--- src/rtl/sentinel_pkg.sv ---
// Shared types and default sizing for the sentinel multiply-op dispatcher.
package sentinel_pkg;

  localparam int unsigned SENTINEL_WIDTH = 256;
  localparam int unsigned SENTINEL_TAG_W = 4;

  typedef enum logic [1:0] {
    IDLE  = 2'd0,
    ISSUE = 2'd1,
    WAIT  = 2'd2,
    HOLD  = 2'd3
  } dispatch_state_t;

endpackage

--- src/rtl/sentinel_job_fifo.sv ---
// Power-of-two job FIFO; head reads as zero while empty so downstream operands stay quiet.
module sentinel_job_fifo #(
  parameter int unsigned W     = 8,
  parameter int unsigned DEPTH = 4
) (
  input  logic         clk,
  input  logic         rst_n,
  input  logic         push,
  input  logic [W-1:0] data_in,
  input  logic         pop,
  output logic         full,
  output logic         empty,
  output logic [W-1:0] head
);

  localparam int unsigned PTR_W = (DEPTH > 1) ? $clog2(DEPTH) : 1;
  localparam int unsigned CNT_W = PTR_W + 1;

  logic [W-1:0]     mem [DEPTH];
  logic [PTR_W-1:0] wr_ptr;
  logic [PTR_W-1:0] rd_ptr;
  logic [CNT_W-1:0] count;

  // Storage needs no reset; validity is tracked by count.
  always_ff @(posedge clk) begin
    if (push) mem[wr_ptr] <= data_in;
  end

  always_ff @(posedge clk or negedge rst_n) begin
    if (!rst_n) begin
      wr_ptr <= '0;
      rd_ptr <= '0;
      count  <= '0;
    end else begin
      if (push) wr_ptr <= wr_ptr + PTR_W'(1);
      if (pop)  rd_ptr <= rd_ptr + PTR_W'(1);
      case ({push, pop})
        2'b10:   count <= count + CNT_W'(1);
        2'b01:   count <= count - CNT_W'(1);
        default: count <= count;
      endcase
    end
  end

  assign full  = (count == CNT_W'(DEPTH));
  assign empty = (count == '0);
  assign head  = empty ? '0 : mem[rd_ptr];

endmodule

--- src/rtl/sentinel_mulop_dispatcher.sv ---
// Queues multiply jobs and runs them one at a time through an external multiplier.
// Optional WAIT watchdog enabled by defining SENTINEL_DISPATCH_TIMEOUT_EN.
module sentinel_mulop_dispatcher
  import sentinel_pkg::*;
#(
  parameter int unsigned WIDTH          = SENTINEL_WIDTH,
  parameter int unsigned DEPTH          = 4,
  parameter int unsigned TAG_W          = SENTINEL_TAG_W,
  parameter int unsigned TIMEOUT_CYCLES = 128
) (
  input  logic             clk,
  input  logic             rst_n,
  input  logic             in_valid,
  output logic             in_ready,
  input  logic [WIDTH-1:0] in_a,
  input  logic [WIDTH-1:0] in_b,
  input  logic [TAG_W-1:0] in_tag,
  output logic             acc_start,
  output logic [WIDTH-1:0] acc_a,
  output logic [WIDTH-1:0] acc_b,
  input  logic [WIDTH-1:0] acc_result,
  input  logic             acc_done,
  output logic             out_valid,
  input  logic             out_ready,
  output logic [WIDTH-1:0] out_result,
  output logic [TAG_W-1:0] out_tag,
  output logic             out_timeout,
  output logic             busy
);

  typedef struct packed {
    logic [TAG_W-1:0] tag;
    logic [WIDTH-1:0] b;
    logic [WIDTH-1:0] a;
  } job_t;

  localparam int unsigned JOB_W = 2 * WIDTH + TAG_W;

  if (DEPTH < 2 || TIMEOUT_CYCLES == 0) begin : g_param_check
    $error("sentinel_mulop_dispatcher: DEPTH must be >= 2 and TIMEOUT_CYCLES > 0");
  end

  dispatch_state_t state, state_next;
  job_t            in_job, head;
  logic            push, pop, full, empty;
  logic            done_hit, expire;

  assign in_job = '{tag: in_tag, b: in_b, a: in_a};
  assign push   = in_valid && !full;

  sentinel_job_fifo #(
    .W     (JOB_W),
    .DEPTH (DEPTH)
  ) u_fifo (
    .clk     (clk),
    .rst_n   (rst_n),
    .push    (push),
    .data_in (in_job),
    .pop     (pop),
    .full    (full),
    .empty   (empty),
    .head    (head)
  );

  assign in_ready = !full;
  assign acc_a    = head.a;
  assign acc_b    = head.b;
  assign busy     = !empty || (state != IDLE);

  always_ff @(posedge clk or negedge rst_n) begin
    if (!rst_n) state <= IDLE;
    else        state <= state_next;
  end

  // Next state; the head is popped on the cycle the result (or timeout) is captured.
  always_comb begin
    state_next = state;
    pop        = 1'b0;
    done_hit   = 1'b0;
    case (state)
      IDLE:  if (!empty) state_next = ISSUE;
      ISSUE: state_next = WAIT;
      WAIT: begin
        if (acc_done) begin
          done_hit   = 1'b1;
          pop        = 1'b1;
          state_next = HOLD;
        end else if (expire) begin
          pop        = 1'b1;
          state_next = HOLD;
        end
      end
      HOLD:  if (out_ready) state_next = IDLE;
      default: state_next = IDLE;
    endcase
  end

`ifdef SENTINEL_DISPATCH_TIMEOUT_EN
  localparam int unsigned CNT_W = $clog2(TIMEOUT_CYCLES) + 1;
  logic [CNT_W-1:0] wait_cnt;

  // Counts completed WAIT cycles; cleared in ISSUE so every job starts fresh.
  always_ff @(posedge clk or negedge rst_n) begin
    if (!rst_n)              wait_cnt <= '0;
    else if (state == ISSUE) wait_cnt <= '0;
    else if (state == WAIT)  wait_cnt <= wait_cnt + CNT_W'(1);
  end

  assign expire = (state == WAIT) && (wait_cnt == CNT_W'(TIMEOUT_CYCLES - 1));

  always_ff @(posedge clk or negedge rst_n) begin
    if (!rst_n)   out_timeout <= 1'b0;
    else if (pop) out_timeout <= !done_hit;
  end
`else
  assign expire      = 1'b0;
  assign out_timeout = 1'b0;
`endif

  always_ff @(posedge clk or negedge rst_n) begin
    if (!rst_n) begin
      acc_start  <= 1'b0;
      out_valid  <= 1'b0;
      out_result <= '0;
      out_tag    <= '0;
    end else begin
      acc_start <= (state_next == ISSUE);
      out_valid <= (state_next == HOLD);
      if (pop) begin
        out_result <= done_hit ? acc_result : '0;
        out_tag    <= head.tag;
      end
    end
  end

endmodule

--- config.mk ---
export PLATFORM = sky130hd
export DESIGN_NAME = sentinel_mulop_dispatcher
export DESIGN_NICKNAME = d
export VERILOG_FILES = /design/src/rtl/sentinel_pkg.sv /design/src/rtl/sentinel_job_fifo.sv /design/src/rtl/sentinel_mulop_dispatcher.sv
export SDC_FILE = /design/constraint.sdc
export NUM_CORES = 2
export LEC_CHECK = 0
export ABC_CLOCK_PERIOD_IN_PS = 38400
export BUFFER_PORTS_ARGS = -buffer_cell sky130_fd_sc_hd__buf_4
export CORE_AREA = 4 4 598 600
export DETAILED_ROUTE_END_ITERATION = 8
export DIE_AREA = 0 0 602 604
export MAX_ROUTING_LAYER = met4
export PLACE_DENSITY = 0.52
export SLEW_MARGIN = 0
export SYNTH_ARGS = -nofsm -noshare
export SYNTH_HDL_FRONTEND = slang
export SYNTH_SLANG_ARGS = --single-unit
--- constraint.sdc ---
create_clock -name clk -period 38.4 [get_ports clk]
set_input_delay 1.92 -clock clk [delete_from_list [all_inputs] [get_ports clk]]
set_output_delay 1.92 -clock clk [all_outputs]
set_load 0.05 [all_outputs]
==> metrics.txt <==
worst-skew pair later-pin latency=890 ps; Antenna Violating Nets Remaining=0; post-synthesis sequential area ratio=about three quarters; Worst Hold Class=flop to flop; WL/cell=29.8 µm; Max clock buf depth=4; Setup Slack @ Placement=30840 ps; share of cells above drive strength 1=approximately two fifths; Final Cell Area=114000 µm²; placed cells=10500; max cap viols=0; routability cong.=0.967; fin crit period=slightly above 8000 ps; Max H-tree Level=5; Comb pwr share=46.6%; Worst Skew=just under 60 ps; number of nets in the layout=6852; Critical Path Start Type=flop; Worst Setup End Kind=output port; total setup buffers inserted after CTS=0; # rows=218; number of buffers added on ports=1552; Psw=5.11 mW; average cell area after synthesis=18.7 µm²; die width=about 600 µm; Critical Path AT=6170 ps; initial antenna violation count=about 130; part of the cycle the worst path needs=21.1%; Hold Buf Count CTS=0; pin count of the biggest net entering global routing=around 190; RSZ-0062 raised after global routing=no; reg2reg path depth=7; Initial Util=26.1%; First-pass DRT Iterations=5; Seq cells post-synth=approximately 2300; area grow syn2layout=24.5%; critical hold path startpoint=out_result[23]; core area=352000 µm²; Flop pwr share=31.0%; status=complete, no violations; Internal Power=around 6.5 mW; max-slew violations=0; Clock Pin Slew Worst Setup and Hold Paths=70 ps; post-route insts no fill=11100; Hold Crit Endpoint=out_result[23]; R2R Path End=u_fifo.mem[3][55]; RR Startpoint=u_fifo.count[2]; relative slew slack=14.1%; clk sink count=2335; first-pass GRT wire length=roughly 440 mm; crit path from=u_fifo.rd_ptr[0]; worst setup slack after layout=30310 ps; Starting DRT DRC Count=3782; PwrDens=between 100 and 150 nW/µm²; grt total ovfl=0; Static Leak=41.5 nW; CP Max Fanout=44; drc violations=0; Num CTS Buffers=277; global-route usage over all layers=18.0%; hold path cells=2; commonest non-fill, non-tap cell in the layout=edfxtp_1; die height=604 µm; warnings from Yosys=0; Vias/cell=about 4.4; DRT Wirelength=between 300 and 400 mm; DP HPWL=239 mm; most frequent cells in the layout=2064 x edfxtp_1, 1605 x buf_4, 770 x nand2_1, 516 x mux4_2, 512 x nor2b_1; clock power share=22.4%; Worst R2R Setup Slack=32400 ps; number of global-route vias before repair=roughly 50000; Finish-stage setup viols=0; Top-Level Pins=1554; Cell variety after synth=28; CTS tree=done; CP Class=flop to output port; Vias=roughly 48000; Synth Net Count=5699; Placed Area=105000 µm²; Slew @ Worst Pin=1290 ps; worst vdd ir=slightly above 0.09 mV; full die area=364000 µm²; Post-CTS Resized=0; Sum Neg Setup Slack=0 ps; cell count after synthesis=4916; Syn Std Cell Area=91700 µm²; FMAX=between 100 and 150 MHz; Fin. Hold Viols=0; Root Driver=clkbuf_16; switch share=44.0%; Worst Path Required=36480 ps
## sequential cells by signal, indices dropped and copies added, names as in the netlist
name           count
u_fifo.wr_ptr      2
out_result       256
u_fifo.count       3
out_valid          1
u_fifo.rd_ptr      2
out_tag            4
state              2
acc_start          1
u_fifo.mem      2064
## worst max-delay path, cell delays in order, from the launching register on
cell,delay (ps)
dfrtp_4,790
buf_4,850
buf_4,890
buf_4,830
buf_4,710
mux4_2,580
nor2b_1,160
buf_4,250
## metrics by stage
stage	power (mW)	hold slack (ps)	util (%)
2_1_floorplan	7.93	455	-
3_3_place_gp	9.18	463	29.8
3_5_place_dp	9.19	466	29.8
4_1_cts	11.8	480	32.4
5_1_grt	12.1	497	32.4
6_report	11.6	479	32.4
## Yosys cell counts
library cell,instances,area [µm²]
clkinv_1,1,3.75
a21oi_1,1,5.00
mux2_2,2,22.5
buf_6,4,45.0
edfxtp_1,2064,62000
conb_1,1,3.75
nor2_1,4,15.0
buf_1,16,60.1
buf_4,544,4080
nand2_1,770,2890
and3_1,5,31.3
and2_1,1,6.26
inv_1,3,11.3
or2_2,1,6.26
dfrtp_1,271,6780
clkbuf_1,98,368
nand3b_1,1,7.51
nor3_1,2,10.0
a22o_1,4,35.0
buf_2,81,405
fa_1,1,20.0
or3b_1,1,8.76
ha_1,5,62.6
mux4_2,516,11600
nor2b_1,512,3200
xnor2_1,5,43.8
xor2_1,1,8.76
o21ai_0,1,5.00
## power groups by stage
stage	Sequential, mW	Clock (mW)	Combinational, mW
after floorplan	4.30	0	3.63
after detailed placement	3.66	0	5.53
after CTS	3.61	2.67	5.55
after global routing	3.65	2.78	5.64
final	3.61	2.60	5.41
after global placement	3.63	0	5.55
## cells by family (layout without fill, tap and decap cells)
logic type	after synthesis	in the layout	synth area share, %
muxes	518	518	12.7
other	1	78	0.00409
DFF	2335	2335	74.9
and+or+nand+nor	1297	1297	6.73
xor gates and xnor gates	6	6	0.0573
adders and majority gates	6	6	0.0900
AOI/OAI and AO/OA	6	6	0.0491
buffers and inverters	747	2116	5.43
## worst max-delay path by stage
stage / end / cells after the start / slack (ps)
floorplan: u_fifo.mem[0][0] / 1 / 23840
global placement: acc_a[116] / 7 / 30870
detailed placement: acc_a[116] / 7 / 30840
CTS: acc_a[116] / 7 / 29770
global route: acc_a[116] / 7 / 29520
finish: acc_a[116] / 7 / 30310
## final cells by class
| cell class | count | area (µm²) |
|---|---|---|
| inverter | 4 | 22.5 |
| tap | 4730 | 5920 |
| clock buffer | 348 | 7390 |
| multi-input combinational | 1834 | 18000 |
| clock inverter | 147 | 1570 |
| timing repair buffer | 1617 | 12300 |
| sequential | 2335 | 68800 |
| antenna | 77 | 193 |
| fill | 34000 | 238000 |
## routing by layer
metal / track usage, % / up-vias / share of wire [%]
li1: - / 20400 / -
met1: 18.3 / 25600 / 35
met2: 31.8 / 1805 / 53
met3: 5.04 / 589 / 6.8
met4: 8.91 / 0 / 5.5
met5: - / - / 0
(Power assumes the default switching activity.)
